<file path="config.mk">
export PLATFORM = sky130hd
export DESIGN_NAME = counter_uart_tx
export DESIGN_NICKNAME = d
export VERILOG_FILES = /design/src/rtl/counter_uart_tx.sv
export SDC_FILE = /design/constraint.sdc
export NUM_CORES = 1
export LEC_CHECK = 0
export ABC_AREA = 0
export BUFFER_PORTS_ARGS = -buffer_cell sky130_fd_sc_hd__clkbuf_2
export CAP_MARGIN = 10
export CORE_ASPECT_RATIO = 1.5
export CORE_MARGIN = 5
export CORE_UTILIZATION = 55
export CTS_CLUSTER_SIZE = 40
export DETAILED_ROUTE_END_ITERATION = 10
export PLACE_DENSITY = 0.78
export SLEW_MARGIN = 20
export SYNTH_ARGS = -nofsm -noshare
export SYNTH_HDL_FRONTEND = slang
export SYNTH_SLANG_ARGS = --single-unit
</file>
<file path="constraint.sdc">
create_clock -name clk -period 1.8 [get_ports clk]
set_clock_uncertainty 0.05 [all_clocks]
set_input_delay 0.18 -clock clk [delete_from_list [all_inputs] [get_ports clk]]
set_output_delay 0.18 -clock clk [all_outputs]
set_load 0.02 [all_outputs]
</file>
<file path="src/rtl/counter_uart_tx.sv">
// counter_uart_tx: picks up the 9-bit prescaled counter value, which is
// asynchronous to clk, waits for it to settle, and sends every new value to
// the host as a 3-byte UART frame (SYNC_BYTE, {7'b0, v[8]}, v[7:0]).
// Each byte is sent as a start bit, 8 data bits LSB first and one stop bit.
// Optional feature macro: TX_PARITY_EN adds an even-parity bit to every
// byte, placed between data bit 7 and the stop bit.
module counter_uart_tx #(
  parameter int unsigned BAUD_DIV  = 104,
  parameter logic [7:0]  SYNC_BYTE = 8'hA5
) (
  input  logic       clk,
  input  logic       rstn,
  input  logic [8:0] data,
  output logic       tx,
  output logic       busy,
  output logic       frame_done
);

  localparam logic [2:0] ST_IDLE   = 3'd0;
  localparam logic [2:0] ST_START  = 3'd1;
  localparam logic [2:0] ST_DATA   = 3'd2;
`ifdef TX_PARITY_EN
  localparam logic [2:0] ST_PARITY = 3'd3;
`endif
  localparam logic [2:0] ST_STOP   = 3'd4;

  localparam logic [15:0] BAUD_LAST = 16'(BAUD_DIV - 1);

  logic [8:0]  s1_q, s2_q, lastVal_q, pendVal_q;
  logic        pending_q;
  logic [2:0]  state_q, state_d;
  logic [15:0] baudCnt_q, baudCnt_d;
  logic [2:0]  bitIdx_q, bitIdx_d;
  logic [1:0]  byteIdx_q, byteIdx_d;
  logic [8:0]  frameVal_q, frameVal_d;
  logic        tx_q, tx_d;
  logic        busy_q, busy_d;
  logic        frameDone_q, frameDone_d;

  logic        accept, consume, bitDone;
  logic [7:0]  curByte;
  logic [2:0]  nextBit;

  // A value counts as settled once two consecutive samples agree; it is
  // accepted only if it differs from the last accepted value.
  assign accept  = (s1_q == s2_q) && (s2_q != lastVal_q);
  assign consume = (state_q == ST_IDLE) && pending_q;
  assign bitDone = (baudCnt_q == BAUD_LAST);
  assign nextBit = bitIdx_q + 3'd1;

  // Two-stage sampler plus a one-deep pending slot that always holds the
  // newest accepted value; an accept in the same cycle as a consume wins.
  always_ff @(posedge clk or negedge rstn) begin
    if (!rstn) begin
      s1_q      <= '0;
      s2_q      <= '0;
      lastVal_q <= '0;
      pendVal_q <= '0;
      pending_q <= 1'b0;
    end else begin
      s1_q <= data;
      s2_q <= s1_q;
      if (accept) begin
        lastVal_q <= s2_q;
        pendVal_q <= s2_q;
      end
      pending_q <= accept | (pending_q & ~consume);
    end
  end

  // Select the byte of the frame currently being shifted out.
  always_comb begin
    curByte = frameVal_q[7:0];
    case (byteIdx_q)
      2'd0:    curByte = SYNC_BYTE;
      2'd1:    curByte = {7'b0, frameVal_q[8]};
      default: curByte = frameVal_q[7:0];
    endcase
  end

  // Frame sequencer: the baud counter restarts on every bit boundary, and
  // tx is registered so each bit holds for exactly BAUD_DIV cycles.
  always_comb begin
    state_d     = state_q;
    bitIdx_d    = bitIdx_q;
    byteIdx_d   = byteIdx_q;
    frameVal_d  = frameVal_q;
    tx_d        = tx_q;
    busy_d      = busy_q;
    frameDone_d = 1'b0;
    if (state_q == ST_IDLE || bitDone) baudCnt_d = '0;
    else                               baudCnt_d = baudCnt_q + 16'd1;

    case (state_q)
      ST_IDLE: begin
        if (pending_q) begin
          state_d    = ST_START;
          frameVal_d = pendVal_q;
          byteIdx_d  = 2'd0;
          tx_d       = 1'b0;
          busy_d     = 1'b1;
        end
      end
      ST_START: begin
        if (bitDone) begin
          state_d  = ST_DATA;
          bitIdx_d = 3'd0;
          tx_d     = curByte[0];
        end
      end
      ST_DATA: begin
        if (bitDone) begin
          if (bitIdx_q != 3'd7) begin
            bitIdx_d = nextBit;
            tx_d     = curByte[nextBit];
          end else begin
`ifdef TX_PARITY_EN
            state_d = ST_PARITY;
            tx_d    = ^curByte;
`else
            state_d = ST_STOP;
            tx_d    = 1'b1;
`endif
          end
        end
      end
`ifdef TX_PARITY_EN
      ST_PARITY: begin
        if (bitDone) begin
          state_d = ST_STOP;
          tx_d    = 1'b1;
        end
      end
`endif
      ST_STOP: begin
        if (bitDone) begin
          if (byteIdx_q != 2'd2) begin
            byteIdx_d = byteIdx_q + 2'd1;
            state_d   = ST_START;
            tx_d      = 1'b0;
          end else begin
            state_d     = ST_IDLE;
            busy_d      = 1'b0;
            frameDone_d = 1'b1;
          end
        end
      end
      default: begin
        state_d = ST_IDLE;
        tx_d    = 1'b1;
        busy_d  = 1'b0;
      end
    endcase
  end

  // Sequencer registers; reset drops the line to idle immediately.
  always_ff @(posedge clk or negedge rstn) begin
    if (!rstn) begin
      state_q     <= ST_IDLE;
      baudCnt_q   <= '0;
      bitIdx_q    <= '0;
      byteIdx_q   <= '0;
      frameVal_q  <= '0;
      tx_q        <= 1'b1;
      busy_q      <= 1'b0;
      frameDone_q <= 1'b0;
    end else begin
      state_q     <= state_d;
      baudCnt_q   <= baudCnt_d;
      bitIdx_q    <= bitIdx_d;
      byteIdx_q   <= byteIdx_d;
      frameVal_q  <= frameVal_d;
      tx_q        <= tx_d;
      busy_q      <= busy_d;
      frameDone_q <= frameDone_d;
    end
  end

  assign tx         = tx_q;
  assign busy       = busy_q;
  assign frame_done = frameDone_q;

endmodule

</file>
**Word-level counts from Yosys, hierarchy flattened**

Index checks and enable logic that the tools add are counted.

- Equality and inequality tests: 17
- Reduce and logical (&&, ||, !) cells: 14
- Multiplexer cells: 33
- Add/subtract/negate cells: 3
- Magnitude comparators: 1
- Bitwise gates (word level): 4

Operator list:

| cell | number |
|---|---|
| two-way mux 3 bit | 8 |
| != test 2 bit (second input constant) | 9 |
| adder 16 x 1 -> 16 bit (second input constant) | 1 |
| == test 16 x 7 -> 1 bit (second input constant) | 1 |
| two-way mux 16 bit | 1 |
| one-hot mux 8 bit (2 select lines) | 1 |
| two-way mux 1 bit | 14 |
| one-hot mux 3 bit (4 select lines) | 1 |
| AND reduction 4 bit | 3 |
| AND reduction 5 bit | 2 |
| == test 9 bit | 1 |
| != test 9 bit | 1 |
| two-way mux 2 bit | 3 |
| one-hot mux 3 bit (2 select lines) | 1 |
| < comparator 3 x 4 -> 1 bit (second input constant) | 1 |
| one-hot mux 1 bit (4 select lines) | 1 |
| one-hot mux 2 bit (2 select lines) | 1 |
| nonzero test 2 bit | 2 |
| adder 3 x 1 -> 3 bit (second input constant) | 1 |
| binary-select mux 1 bit (select 3 bit) | 1 |
| == test 3 x 1 -> 1 bit (second input constant) | 1 |
| == test 3 x 2 -> 1 bit (second input constant) | 1 |
| == test 3 bit (second input constant) | 1 |
| logical NOT 3 bit | 1 |
| 12 further kinds | 14 |

- Register bits: 64
- Output and inout bits: 3
- Logic and storage cells: 84

**Longest topological paths before layout**

- Depth after elaboration: 7
- Gate-level depth with buffers: 7

**Worst setup path before layout**

No wires, ideal clock.

- Path type: register to register
- From: register baudCnt_q[3]
- To: register byteIdx_q[0]
- Data required time: 1629 ps
- Clock period less this slack: 1802 ps
- Library setup time: 121 ps
- Cell stages (with the launch flop): 6
- Setup slack: -2 ps
- Path buffers: 0
- Arrival time: 1631 ps
- Cell sequence: dfrtp_1 nor4_4 nand4_4 nor2_4 mux2_1 a22o_1

- Cells in the longest elaborated chain, start to end: 3

Ends and longest elaborated chain:

| what | line | source |
|---|---|---|
| start: declaration | 32 | `logic [15:0] baudCnt_q, baudCnt_d;` |
| start signal: assignment | 169 | `baudCnt_q <= baudCnt_d;` |
| == test 16 x 7 -> 1 bit | 48 | `assign bitDone = (baudCnt_q == BAUD_LAST);` |
| != test 2 bit (no line) | - |  |
| AND reduction 4 bit (no line) | - |  |
| end signal: assignment | 171 | `byteIdx_q <= byteIdx_d;` |
| end: declaration | 34 | `logic [1:0] byteIdx_q, byteIdx_d;` |

No other way between the ends.
A chain may end at the register's enable or synchronous reset.

**Worst setup path after layout**

- From: register baudCnt_q[0]
- To: register bitIdx_q[0]

- Cells in the longest elaborated chain, start to end: 3
- Elaborated cells between the ends (all ways): 4
- Those cells by class: eq/ne: 3; reduce/logical: 1

Ends and longest elaborated chain:

| what | line | source |
|---|---|---|
| == test 16 x 7 -> 1 bit (*) | 48 |  |
| != test 2 bit (no line) | - |  |
| AND reduction 4 bit (no line) (*) | - |  |
| end signal: assignment | 170 | `bitIdx_q <= bitIdx_d;` |
| end: declaration | 33 | `logic [2:0] bitIdx_q, bitIdx_d;` |

Mark *: on every way between the ends. The rest lies on a longest branch, timed or not.

==> flow_summary_export.csv <==
group,metric,value,unit
finish,drive_above_1_share,0.332,
synth,synth.avg_cell_area,11.7,sq um
global_route,grt_pass1_wl,10.1,mm
synth,synthXorXnorAreaFrac,0.0936,
synth,ys_seq_area_frac,0.535,
clock_tree,clkTransAtPathRegs,0.07,ns
synth,synth-compound-area-share,0.0527,
floorplan,core,5370,sq um
sta,period_needed,1.80,ns
sta,achievable-frequency,554,MHz
drt,vias,2103,
finish,fin_nets,332,
synth,synth_top_cell_by_area,"dfrtp_1",
drt,post_drt_wl_per_cell,15.5,um
setup_path,path_class,"flop to flop",
floorplan,rows,33,
sta,setup_viol,2,
power_and_ir_drop,seq_power_share,0.463,
placed_design,dp_hpwl,4.03,mm
floorplan,initial_core_util,0.558,
global_route,antenna_found_initial,0,
clock_tree,cts_buffers,9,
finish,area_growth,28.7,%
drt,drc,0,
synth,synthAdderAreaFrac,0.0251,
sta,final-hold-violation-count,0,
setup_path,critPathLaunchType,"flop",
setup_path,critPathSlowestCell,"dfrtp_1",
synth,ys_ff_latch,64,
synth,synth.area.mux_share,0.100,
synth,netlist_area,2990,sq um
run,cap_violations,0,
drt,drtAntennaViolNets,0,
setup_path,r2r_cells,6,
sta,tightest_slew,0.390,ns
finish,final_cell_mix,"63 x dfrtp_1, 29 x nor2_1, 28 x buf_4, 19 x xor2_1",
setup_path,r2r-start,"baudCnt_q[0]",
outcome,failed_checks,"negative setup slack",
power_and_ir_drop,power.total,3360,uW
sta,period_share,1.00,
clock_tree,htree_levels,3,
power_and_ir_drop,p_comb_frac,0.088,
synth,synth_top_area_frac,0.527,
power_and_ir_drop,switching_share,0.226,
drt,drt_first_pass_iters,4,
floorplan,ios,14,
global_route,grt_pass1_vias,2255,
synth,synth_cells,255,
setup_path,reg2reg_setup_slack,-0.005,ns
floorplan,die-area,7050,sq um
setup_path,cp-end-kind,"flop",
placed_design,gp_congestion,0.794,
floorplan,die_x,70.2,um
synth,synth_edf_count,0,
outcome,status,"finished, violations left",
sta,worst_slack,-0.00483,ns
drt,vias_per_cell,5.41,
clock_tree,root_buffer,"clkbuf_8",
setup_path,crit_required,1.98,ns
finish,antenna_cells,0,
synth,synth_warnings,0,
clock_tree,cts_tree,"yes",
clock_tree,clock-sinks,64,
global_route,grt_max_degree,65,
power_and_ir_drop,p_sw,761,uW
drt,wirelength,6.03,mm
finish,fill_cells,363,
power_and_ir_drop,power.internal,2600,uW
setup_path,slowest_delay,0.37,ns
power_and_ir_drop,leakage,0.00180,uW
sta,relSlewSlack,0.738,
synth,synth_top_family_by_area,"simple AND/OR/NAND/NOR gates",
setup_path,cp-startpoint,"baudCnt_q[0]",
setup_path,cp-endpoint,"bitIdx_q[0]",
placed_design,dp_slack,-0.0437,ns
setup_path,regToRegEndpoint,"bitIdx_q[0]",
power_and_ir_drop,p_per_area,873,nW/um^2
sta,slew_viol_final,0,
synth,syn-num-nets,272,
clock_tree,cts_buffer_depth,2,
setup_path,worstPathArrival,1.99,ns
power_and_ir_drop,clkPwrFrac,0.448,
synth,synth_cell_types,43,
sta,rsz0062_at_grt,"true",
setup_path,path_cells,"ha_2 -> and2_4 -> and4bb_1 -> nand3_2 -> nor3_4 -> mux2_4",
finish,layout_commonest_cell,"dfrtp_1",
synth,ys.flop_type,"dfrtp_1",
global_route,grt_usage,0.188,
floorplan,die_y,100,um
power_and_ir_drop,ir_drop,0.941,mV
synth,synth-simple-area-share,0.175,
setup_path,worstPathMaxFanout,3,
clock_tree,insertion_delay,0.35,ns
global_route,gr-total-overflow,0,
worst_hold_path,hold_path.class,"input pin to async pin",
synth,ys_async_sr_fraction,1.00,
synth,yosys-top-cells-area,"dfrtp_1 53%, mux2_2 8.7%, xor2_1 5.6%",
drt,drt-initial-drc-count,122,
placed_design,io_buffers,13,
[sequential cells by signal (all words and copies together), names as in the netlist, 2 cells and up]
| signal | flops |
|---|---|
| state_q | 3 |
| byteIdx_q | 2 |
| bitIdx_q | 3 |
| pendVal_q | 9 |
| baudCnt_q | 16 |
| s1_q | 9 |
| frameVal_q | 9 |
| s2_q | 9 |
[timing repair]
item | CTS | global route
hold endpoints to repair | 72 | 0
endpoints found under the setup margin | 13 | 19
hold buffers | 10 | 0
resized for setup | 9 | 18
buffers inserted | 2 | 3
pin swaps | 6 | 9
[routing by layer]
layer / track usage / part of all wire
met1: 0.187 / 0.37
met4: 0.0973 / 0.030
met2: 0.346 / 0.57
met3: 0.0561 / 0.035
met5: 0 / 0
[final cells by class]
cell class | instances | area, sq um | share of cell area
Tap cell | 70 | 87.6 | 0.0227
Sequential cell | 64 | 1600 | 0.416
Inverter | 7 | 26.3 | 0.00682
Timing Repair Buffer | 55 | 438 | 0.114
Clock inverter | 5 | 105 | 0.0273
Multi-Input combinational cell | 178 | 1460 | 0.378
Clock buffer | 10 | 138 | 0.0357
[how the worst min path moves through the flow]
stage | end | slack, ns | depth (start not counted)
finish | baudCnt_q[11] | 0.33 | 3
global route | s2_q[7] | 0.37 | 0
CTS | baudCnt_q[10] | 0.35 | 3
detailed placement | baudCnt_q[8] | 0.18 | 2
global placement | baudCnt_q[12] | 0.17 | 2
floorplan | baudCnt_q[0] | -0.17 | 0
[worst max-delay path, delay by kind of cell, from the launching register on]
kind,cells,cell delay (ns)
simple gates,4,0.74
flops,1,0.37
mux,1,0.33
fa+ha+maj,1,0.20
[power groups by stage]
stage / combinational, uW / sequential, uW / clock, uW
detailed placement: 258 / 1580 / 0
finish: 297 / 1560 / 1510
global placement: 252 / 1580 / 0
CTS: 286 / 1560 / 1530
global route: 329 / 1570 / 1610
floorplan: 136 / 1580 / 0
[kinds of logic after synthesis]
family | count (synthesis)
compound gates | 24
xor+xnor | 32
fa+ha+maj | 6
buf+inv | 13
flops | 64
mux | 27
simple gates | 89
[synth_stat cells (4+ instances only)]
master   count
a21oi_1      8
and3_1       4
buf_2        4
dfrtp_1     63
ha_1         6
inv_1        7
mux2_2      23
nand2_1     13
nand3_1      8
nand4_1      5
nor2_1      29
nor3_1       8
o21ai_0      4
xnor2_1     13
xor2_1      19
[through the flow]
step	instances	hold slack, ns	instance area, sq um	TNS [ns]	utilization
after floorplan	255	-0.166	2990	-0.00233	-
after global placement	359	0.172	3350	-0.0287	0.624
after detailed placement	359	0.183	3350	-0.215	0.624
after CTS	386	0.347	3740	-0.0474	0.697
after global routing	389	0.365	3850	-1.01	0.718
final	389	0.329	3850	-0.00495	0.718
No activity file was read; power rests on OpenSTA's default activity.
